### src/rtl/sa_skew_feeder.sv
// sa_skew_feeder
// Left-edge feeder for the systolic array. Accepts one LANES-wide operand
// vector per cycle, delays lane r by r+1 cycles to form the diagonal
// wavefront, and keeps shifting zeros in for LANES cycles after the last
// vector so that vector fully enters the array. A programmed vector count
// ends the transfer, and a one-cycle done pulse marks its completion.
module sa_skew_feeder #(
   parameter int LANES = 3,
   parameter int DW    = 64,
   parameter int CNT_W = 16
) (
   input  logic                  clk,
   input  logic                  reset,
   input  logic                  start,
   input  logic [CNT_W-1:0]      vec_count,
   input  logic                  in_valid,
   output logic                  in_ready,
   input  logic [DW*LANES-1:0]   in_data,
   output logic [DW*LANES-1:0]   out_data,
   output logic [LANES-1:0]      out_lane_valid,
   output logic                  busy,
   output logic                  done
);

   // The drain counter runs 0..LANES-1. The width is forced to at least one
   // bit so a single-lane build still has a legal counter.
   localparam int DRN_W = (LANES > 1) ? $clog2(LANES) : 1;
   localparam logic [DRN_W-1:0] DRAIN_LAST = DRN_W'(LANES - 1);

   typedef enum logic [1:0] {
      IDLE   = 2'd0,
      STREAM = 2'd1,
      FLUSH  = 2'd2,
      DONE   = 2'd3
   } state_t;

   state_t            state_reg, state_next;
   logic [CNT_W-1:0]  k_reg, k_next;
   logic [CNT_W-1:0]  acc_cnt_reg, acc_cnt_next;
   logic [DRN_W-1:0]  drain_reg, drain_next;
   logic              accept;

   // Control state: FSM state, latched vector count, accepted count, drain count.
   always_ff @(posedge clk) begin
      if (!reset) begin
         state_reg   <= IDLE;
         k_reg       <= '0;
         acc_cnt_reg <= '0;
         drain_reg   <= '0;
      end else begin
         state_reg   <= state_next;
         k_reg       <= k_next;
         acc_cnt_reg <= acc_cnt_next;
         drain_reg   <= drain_next;
      end
   end

   // Next-state logic and handshake outputs. The accept that brings the count
   // up to K moves straight to FLUSH; FLUSH then lasts exactly LANES cycles,
   // which is the depth of the longest lane chain.
   always_comb begin
      state_next   = state_reg;
      k_next       = k_reg;
      acc_cnt_next = acc_cnt_reg;
      drain_next   = drain_reg;
      in_ready     = 1'b0;
      accept       = 1'b0;
      done         = 1'b0;
      busy         = (state_reg != IDLE);

      case (state_reg)
         IDLE: begin
            if (start) begin
               if (vec_count != '0) begin
                  k_next       = vec_count;
                  acc_cnt_next = '0;
                  state_next   = STREAM;
               end else begin
                  // An empty transfer still reports completion.
                  state_next = DONE;
               end
            end
         end

         STREAM: begin
            in_ready = 1'b1;
            if (in_valid) begin
               accept       = 1'b1;
               acc_cnt_next = acc_cnt_reg + 1'b1;
               if (acc_cnt_next == k_reg) begin
                  drain_next = '0;
                  state_next = FLUSH;
               end
            end
         end

         FLUSH: begin
            if (drain_reg == DRAIN_LAST) begin
               state_next = DONE;
            end else begin
               drain_next = drain_reg + 1'b1;
            end
         end

         DONE: begin
            done       = 1'b1;
            state_next = IDLE;
         end

         default: begin
            state_next = IDLE;
         end
      endcase
   end

   // One delay chain per lane; lane gi is gi+1 stages deep. The chains shift
   // unconditionally, so a bubble or the flush simply pushes a zero word with
   // a cleared valid bit and the relative skew of older vectors is kept.
   generate
      for (genvar gi = 0; gi < LANES; gi++) begin : g_lane
         logic [DW-1:0] word_reg [0:gi];
         logic          vld_reg  [0:gi];

         // Shift the lane chain; the head takes the new word only on an accept.
         always_ff @(posedge clk) begin
            if (!reset) begin
               for (int s = 0; s <= gi; s++) begin
                  word_reg[s] <= '0;
                  vld_reg[s]  <= 1'b0;
               end
            end else begin
               word_reg[0] <= accept ? in_data[DW*gi +: DW] : '0;
               vld_reg[0]  <= accept;
               for (int s = 1; s <= gi; s++) begin
                  word_reg[s] <= word_reg[s-1];
                  vld_reg[s]  <= vld_reg[s-1];
               end
            end
         end

         assign out_data[DW*gi +: DW] = word_reg[gi];
         assign out_lane_valid[gi]    = vld_reg[gi];
      end
   endgenerate

endmodule

### config.mk
export PLATFORM = sky130hd
export DESIGN_NAME = sa_skew_feeder
export DESIGN_NICKNAME = d
export VERILOG_FILES = /design/src/rtl/sa_skew_feeder.sv
export SDC_FILE = /design/constraint.sdc
export NUM_CORES = 1
export LEC_CHECK = 0
export CAP_MARGIN = 30
export CORE_AREA = 2 2 188 190
export DETAILED_ROUTE_END_ITERATION = 8
export DIE_AREA = 0 0 190 192
export PLACE_DENSITY = 0.8
export SETUP_SLACK_MARGIN = 0.3
export SYNTH_ARGS = -nofsm -noshare
export SYNTH_HDL_FRONTEND = slang
export SYNTH_SLANG_ARGS = --single-unit
### constraint.sdc
create_clock -name clk -period 2.2 [get_ports clk]
set_input_delay 0.44 -clock clk [delete_from_list [all_inputs] [get_ports clk]]
set_output_delay 0.44 -clock clk [all_outputs]
set_load 0.005 [all_outputs]
==> impl_metrics.tcl, run 1 <==
set metrics [dict create \
    status "complete, no violations" \
    wl_per_cell_um 15.8 \
    rsz0062_at_grt "true" \
    leakage_uw 0.00784 \
    critical_path_class "register to register" \
    start_util_pct 39.5 \
    r2r_cells 9 \
    htreeDepth 2 \
    fp.dieH_um 192 \
    fp.coreArea_mm2 0.0343 \
    first_pass_iters 4 \
    ir_drop_uv 694 \
    worst_slew_margin_rel_pct 54.7 \
    antennaDiodeCount 0 \
    async_flop_share_pct 0 \
    grt.total_usage_pct 16.9 \
    whs_path_depth 3 \
    io_buffers 409 \
    yosysTopAreaCellShare_pct 62.6 \
    root_buffer "clkbuf_16" \
    tightest_slew_ns 0.679 \
    drive_gt1_share_pct 11.0 \
    cts_made_buffers 43 \
    cp_max_fo 8 \
    critPathArrivalTime_ns 2.61 \
    ys_seq_area_share_pct 62.6 \
    syn_inst 1217 \
    finalHoldViolCount 0 \
    skew_ns 0.0160 \
    path_clk_slew_ns 0.06 \
    hp-class "input port to register" \
    grt_pass1_wl_um 47900 \
    ctsHoldBuffers 0 \
    ant_nets 0 \
    worstSkewPairLatency_ns 0.53 \
    min_period_over_period_pct 98.3 \
    syn_area_per_cell_um2 11.1 \
    p_per_area_mw_per_mm2 902 \
    setup_viol 0 \
    cp.required_ns 2.65 \
    yosys_most_used_dff "dfxtp_1" \
    min_period_ns 2.16 \
    row_count 68 \
    synth_common_cells "424 x dfxtp_1, 389 x and2_1, 134 x buf_4, 50 x clkbuf_1, 38 x nor2_1" \
    drv_slew 0 \
    hpwl_um 22600 \
    drc 0 \
    ys.warnings.count 0 \
    r2r_start "acc_cnt_reg[3]" \
    max_clock_freq_mhz 462 \
    numClockSinks 424 \
    ys_types 49 \
    n_fill_cell 2811 \
    power_uw 17200 \
    cts_buffer_depth 3 \
    netlist_area_mm2 0.0136 \
    synth_area_leaders "dfxtp_1 63%, and2_1 18%, buf_4 7.4%" \
    nets 1753 \
    hp-start "vec_count[1]" \
    die_w_um 190 \
    ys_seq_elements 424 \
    synth_edf_count 0 \
    reg2reg_setup_slack_ns 0.04 \
    largest_reg_flops 384 \
    overflow 0 \
    areaGrowthSynthToFinish_pct 40.8 \
    vias_per_cell 4.34 \
    dieArea_mm2 0.0365 \
    fin_setup_tns_ns 0 \
    max_cap_violations 0 \
    end_kind "register" \
    num_vias 8764 \
    grt_max_degree 201 \
    r2r-end "state_reg[1]" \
    wl_um 31900 \
    startpoint_type "register" \
    synth_fp_nets 1436 \
    gp_congestion 0.828 \
    cts_tree "yes" \
    io_pins 410 \
    synth_largest_area_cell "dfxtp_1" \
    grt_pass1_vias 8979 \
    drtIter0Drc 230 \
    ff_latch_area_mm2 0.00851 \
    holdPathEnd "k_reg[1]" \
    antenna_found_initial 3 \
    yosysMostFrequentCell "dfxtp_1" \
    multi_input_area_mm2 0.00396 \
]
[through the flow]
step	instances	area [µm²]	utilization, %	setup slack (ns)	hold slack, ns
detailed placement	1933	17400	50.8	-0.442	0.417
global route	2021	19100	55.7	-0.117	0.234
CTS	2014	19000	55.3	0.0243	0.244
finish	2021	19100	55.7	0.0375	0.226
global placement	1933	17400	50.8	-0.342	0.413
floorplan	1217	13600	-	0.118	0.412
[layout make-up]
class	count	share of cell area, %
clock inverter	18	0.878
clock buffer	59	6.54
inverter	10	0.210
tap	455	2.98
timing repair buffer	460	24.0
multi-input combinational	595	20.8
sequential	424	44.6
[cell usage in the layout, fill, tap and decap left out, drive strengths merged, types with 3 or more instances in the layout]
cell,Yosys,routed
o21ai,9,9
nand4,7,7
xor2,6,6
clkinv,1,12
and4,4,4
xnor2,17,17
nand3,11,11
dlymetal6s2s,0,11
ha,7,7
buf,138,53
clkinvlp,0,4
a21oi,16,16
nand2,21,21
nor4,6,6
nor3,11,11
dlygate4sd2,0,4
and2,390,390
nor2,39,39
mux2i,21,21
nor2b,3,3
clkdlybuf4s50,0,391
inv,9,10
clkbuf,50,59
dfxtp,424,424
[routing by layer]
layer	GRT usage, %	vias up	wire (µm)
met2	30.6	298	16300
met5	0	-	13
met4	7.45	2	1200
met3	5.30	75	2330
met1	17.9	4080	12000
li1	-	4309	-
[critical path, stage by stage (launching register included)]
cell      delay (ns)
dfxtp_4         0.39
buf_4           0.13
nand4_2         0.15
nor4_4          0.36
xnor2_1         0.13
a211oi_2        0.27
and4_4          0.29
a21oi_4         0.08
nor2_4          0.10
mux2i_1         0.19
[power by group]
group	internal, µW	leakage, µW	switching (µW)
registers	8050	0.00344	128
logic	1130	0.00371	774
clock network	4230	0.000692	2920
[worst max path at each step]
stage	from	end	slack, ns
2_1_floorplan	acc_cnt_reg[0]	state_reg[0]	0.12
3_3_place_gp	vec_count[7]	acc_cnt_reg[11]	-0.34
3_5_place_dp	vec_count[0]	acc_cnt_reg[11]	-0.44
4_1_cts	acc_cnt_reg[0]	state_reg[1]	0.02
5_1_grt	acc_cnt_reg[3]	state_reg[1]	-0.12
6_report	acc_cnt_reg[3]	state_reg[1]	0.04
[what timing repair did]
item,in CTS,in global routing
gates cloned,0,0
resized for setup,40,27
setup buffers,4,7
pin swaps,8,13
endpoints found under the setup margin,35,31
[kinds of logic after synthesis]
| family | Yosys count | synth area share [%] |
|---|---|---|
| adder cells (fa/ha/maj) | 7 | 0.646 |
| AND/OR/NAND/NOR | 502 | 22.3 |
| AO/OA/AOI/OAI | 41 | 2.05 |
| multiplexers | 22 | 1.63 |
| XOR/XNOR | 23 | 1.49 |
| flip-flops | 424 | 62.6 |
| buffers and inverters | 198 | 9.23 |
No activity file was read; power rests on OpenSTA's default activity.
==> run 2, diff against run 1 <==
- clock period: 2.2 -> 1.8 ns (I/O delays scaled with it)
==> impl_metrics.tcl, run 2 (synthesis gave the netlist of run 1 again) <==
set metrics [dict create \
    leakage_uw 0.00915 \
    die_w_um 190 \
    cp.required_ns 2.23 \
    row_count 68 \
    post-place-ws_ns -0.621 \
    cp_max_fo 6 \
    worst_slew_margin_rel_pct 52.6 \
    grt_pass1_vias 9557 \
    max_cap_violations 0 \
    cp_common_cell "and4_4" \
    skew_ns 0.0209 \
    first_pass_iters 4 \
    root_buffer "clkbuf_16" \
    slowest_delay_ns 0.38 \
    path_clk_slew_ns 0.06 \
    finalHoldViolCount 0 \
    drtIter0Drc 270 \
    dp.cells 1954 \
    num_vias 9254 \
    hp-class "input port to register" \
    fp.coreArea_mm2 0.0343 \
    max_clock_freq_mhz 462 \
    crit_slowest_cell "dfxtp_4" \
    path_depth 8 \
    grt_max_degree 201 \
    status "complete, but fails checks" \
    whs_path_depth 3 \
    cts_buffer_depth 3 \
    fin_setup_tns_ns -3.48 \
    gp_congestion 0.791 \
    dieArea_mm2 0.0365 \
    wl_per_cell_um 17.2 \
    ctsHoldBuffers 0 \
    drc 0 \
    end_kind "register" \
    r2r_cells 8 \
    io_buffers 409 \
    critPathArrivalTime_ns 2.59 \
    critical_path_class "register to register" \
    start_util_pct 39.5 \
    numClockSinks 424 \
    grt_pass1_wl_um 53900 \
    violations "setup timing" \
    worstSkewPairLatency_ns 0.54 \
    layout_commonest_cell "dfxtp_1" \
    ir_drop_uv 916 \
    htreeDepth 2 \
    drv_slew 0 \
    setup_slack_ns -0.365 \
    io_pins 410 \
    cts_tree "yes" \
    final_cell_mix "416 x dfxtp_1, 323 x and2_1, 194 x clkdlybuf4s50_1, 120 x dlygate4sd2_1, 73 x buf_4" \
    ant_nets 0 \
    cts_made_buffers 42 \
    antenna_found_initial 6 \
    rsz0062_at_grt "true" \
    overflow 0 \
    wl_um 36300 \
    tightest_slew_ns 0.711 \
    crit_buf_inv 0 \
    cpLargestDelayFamily "simple AND/OR/NAND/NOR gates" \
    min_period_ns 2.17 \
    largest_reg_flops 384 \
    startpoint_type "register" \
    nets 1842 \
    grt.total_usage_pct 19.3 \
    min_period_over_period_pct 120 \
    p_per_area_mw_per_mm2 1080 \
    areaGrowthSynthToFinish_pct 53.1 \
    worstPathCellList "ha_4 -> and4_4 -> nand4_1 -> xnor2_2 -> a211oi_4 -> and4_4 -> a21oi_4 -> o221a_1" \
    fp.dieH_um 192 \
    vias_per_cell 4.37 \
    hpwl_um 22400 \
    setup_viol 111 \
    drive_gt1_share_pct 22.6 \
    final_cells 2116 \
]
[run 2: per-stage QoR]
| stage | hold WS (ns) | power [µW] | util, % | cell area (µm²) |
|---|---|---|---|---|
| after floorplan | 0.412 | 11300 | - | 13700 |
| after global placement | 0.413 | 12400 | 51.5 | 17700 |
| after detailed placement | 0.418 | 12500 | 51.5 | 17700 |
| after CTS | 0.125 | 22500 | 59.9 | 20500 |
| after global routing | 0.144 | 23300 | 60.5 | 20700 |
| final | 0.149 | 22500 | 60.5 | 20800 |
[run 2: worst reg2reg max path, cell delays in order (launching register included)]
cell and delay (ns):
dfxtp_4 0.38, ha_4 0.16, and4_4 0.24, nand4_1 0.19, xnor2_2 0.21, a211oi_4 0.23
and4_4 0.31, a21oi_4 0.09, o221a_1 0.25
[run 2: layout make-up]
cell class | count | area [µm²]
Multi-Input combinational cell | 599 | 4400
Inverter | 10 | 40.0
Fill cell | 2609 | 13500
Clock buffer | 63 | 1290
Sequential cell | 424 | 8500
Tap cell | 455 | 569
Timing Repair Buffer | 546 | 5780
Antenna cell | 4 | 10.0
Clock inverter | 15 | 154
[run 2: path summary, 6_finish.rpt]
path / to / startpoint / slack, ns
setup reg to reg: state_reg[0] / acc_cnt_reg[0] / -0.37
hold reg to reg: g_lane[1].word_reg[0][123] / g_lane[1].word_reg[0][59] / 0.42
setup / recovery: state_reg[0] / acc_cnt_reg[0] / -0.37
hold / removal: g_lane[1].vld_reg[0][0] / reset / 0.15
[run 2: layer usage]
metal	vias to the layer above	global-route usage (%)	part of all wire, %
met5	-	0	0.022
met4	2	9.18	4.1
met3	86	5.76	6.7
met2	300	33.7	50
met1	4362	21.4	39
li1	4504	-	-
[run 2: power by group]
part,switching (µW),internal [µW]
clock network,3620,5280
registers,165,9830
logic,1400,2200
total,5180,17300
[run 2: timing repair]
item | 4_1_cts | 5_1_grt
gates resized for setup | 445 | 83
pin swaps | 109 | 8
setup buffers | 40 | 12
cloned | 28 | 0
setup endpoints to repair | 375 | 284
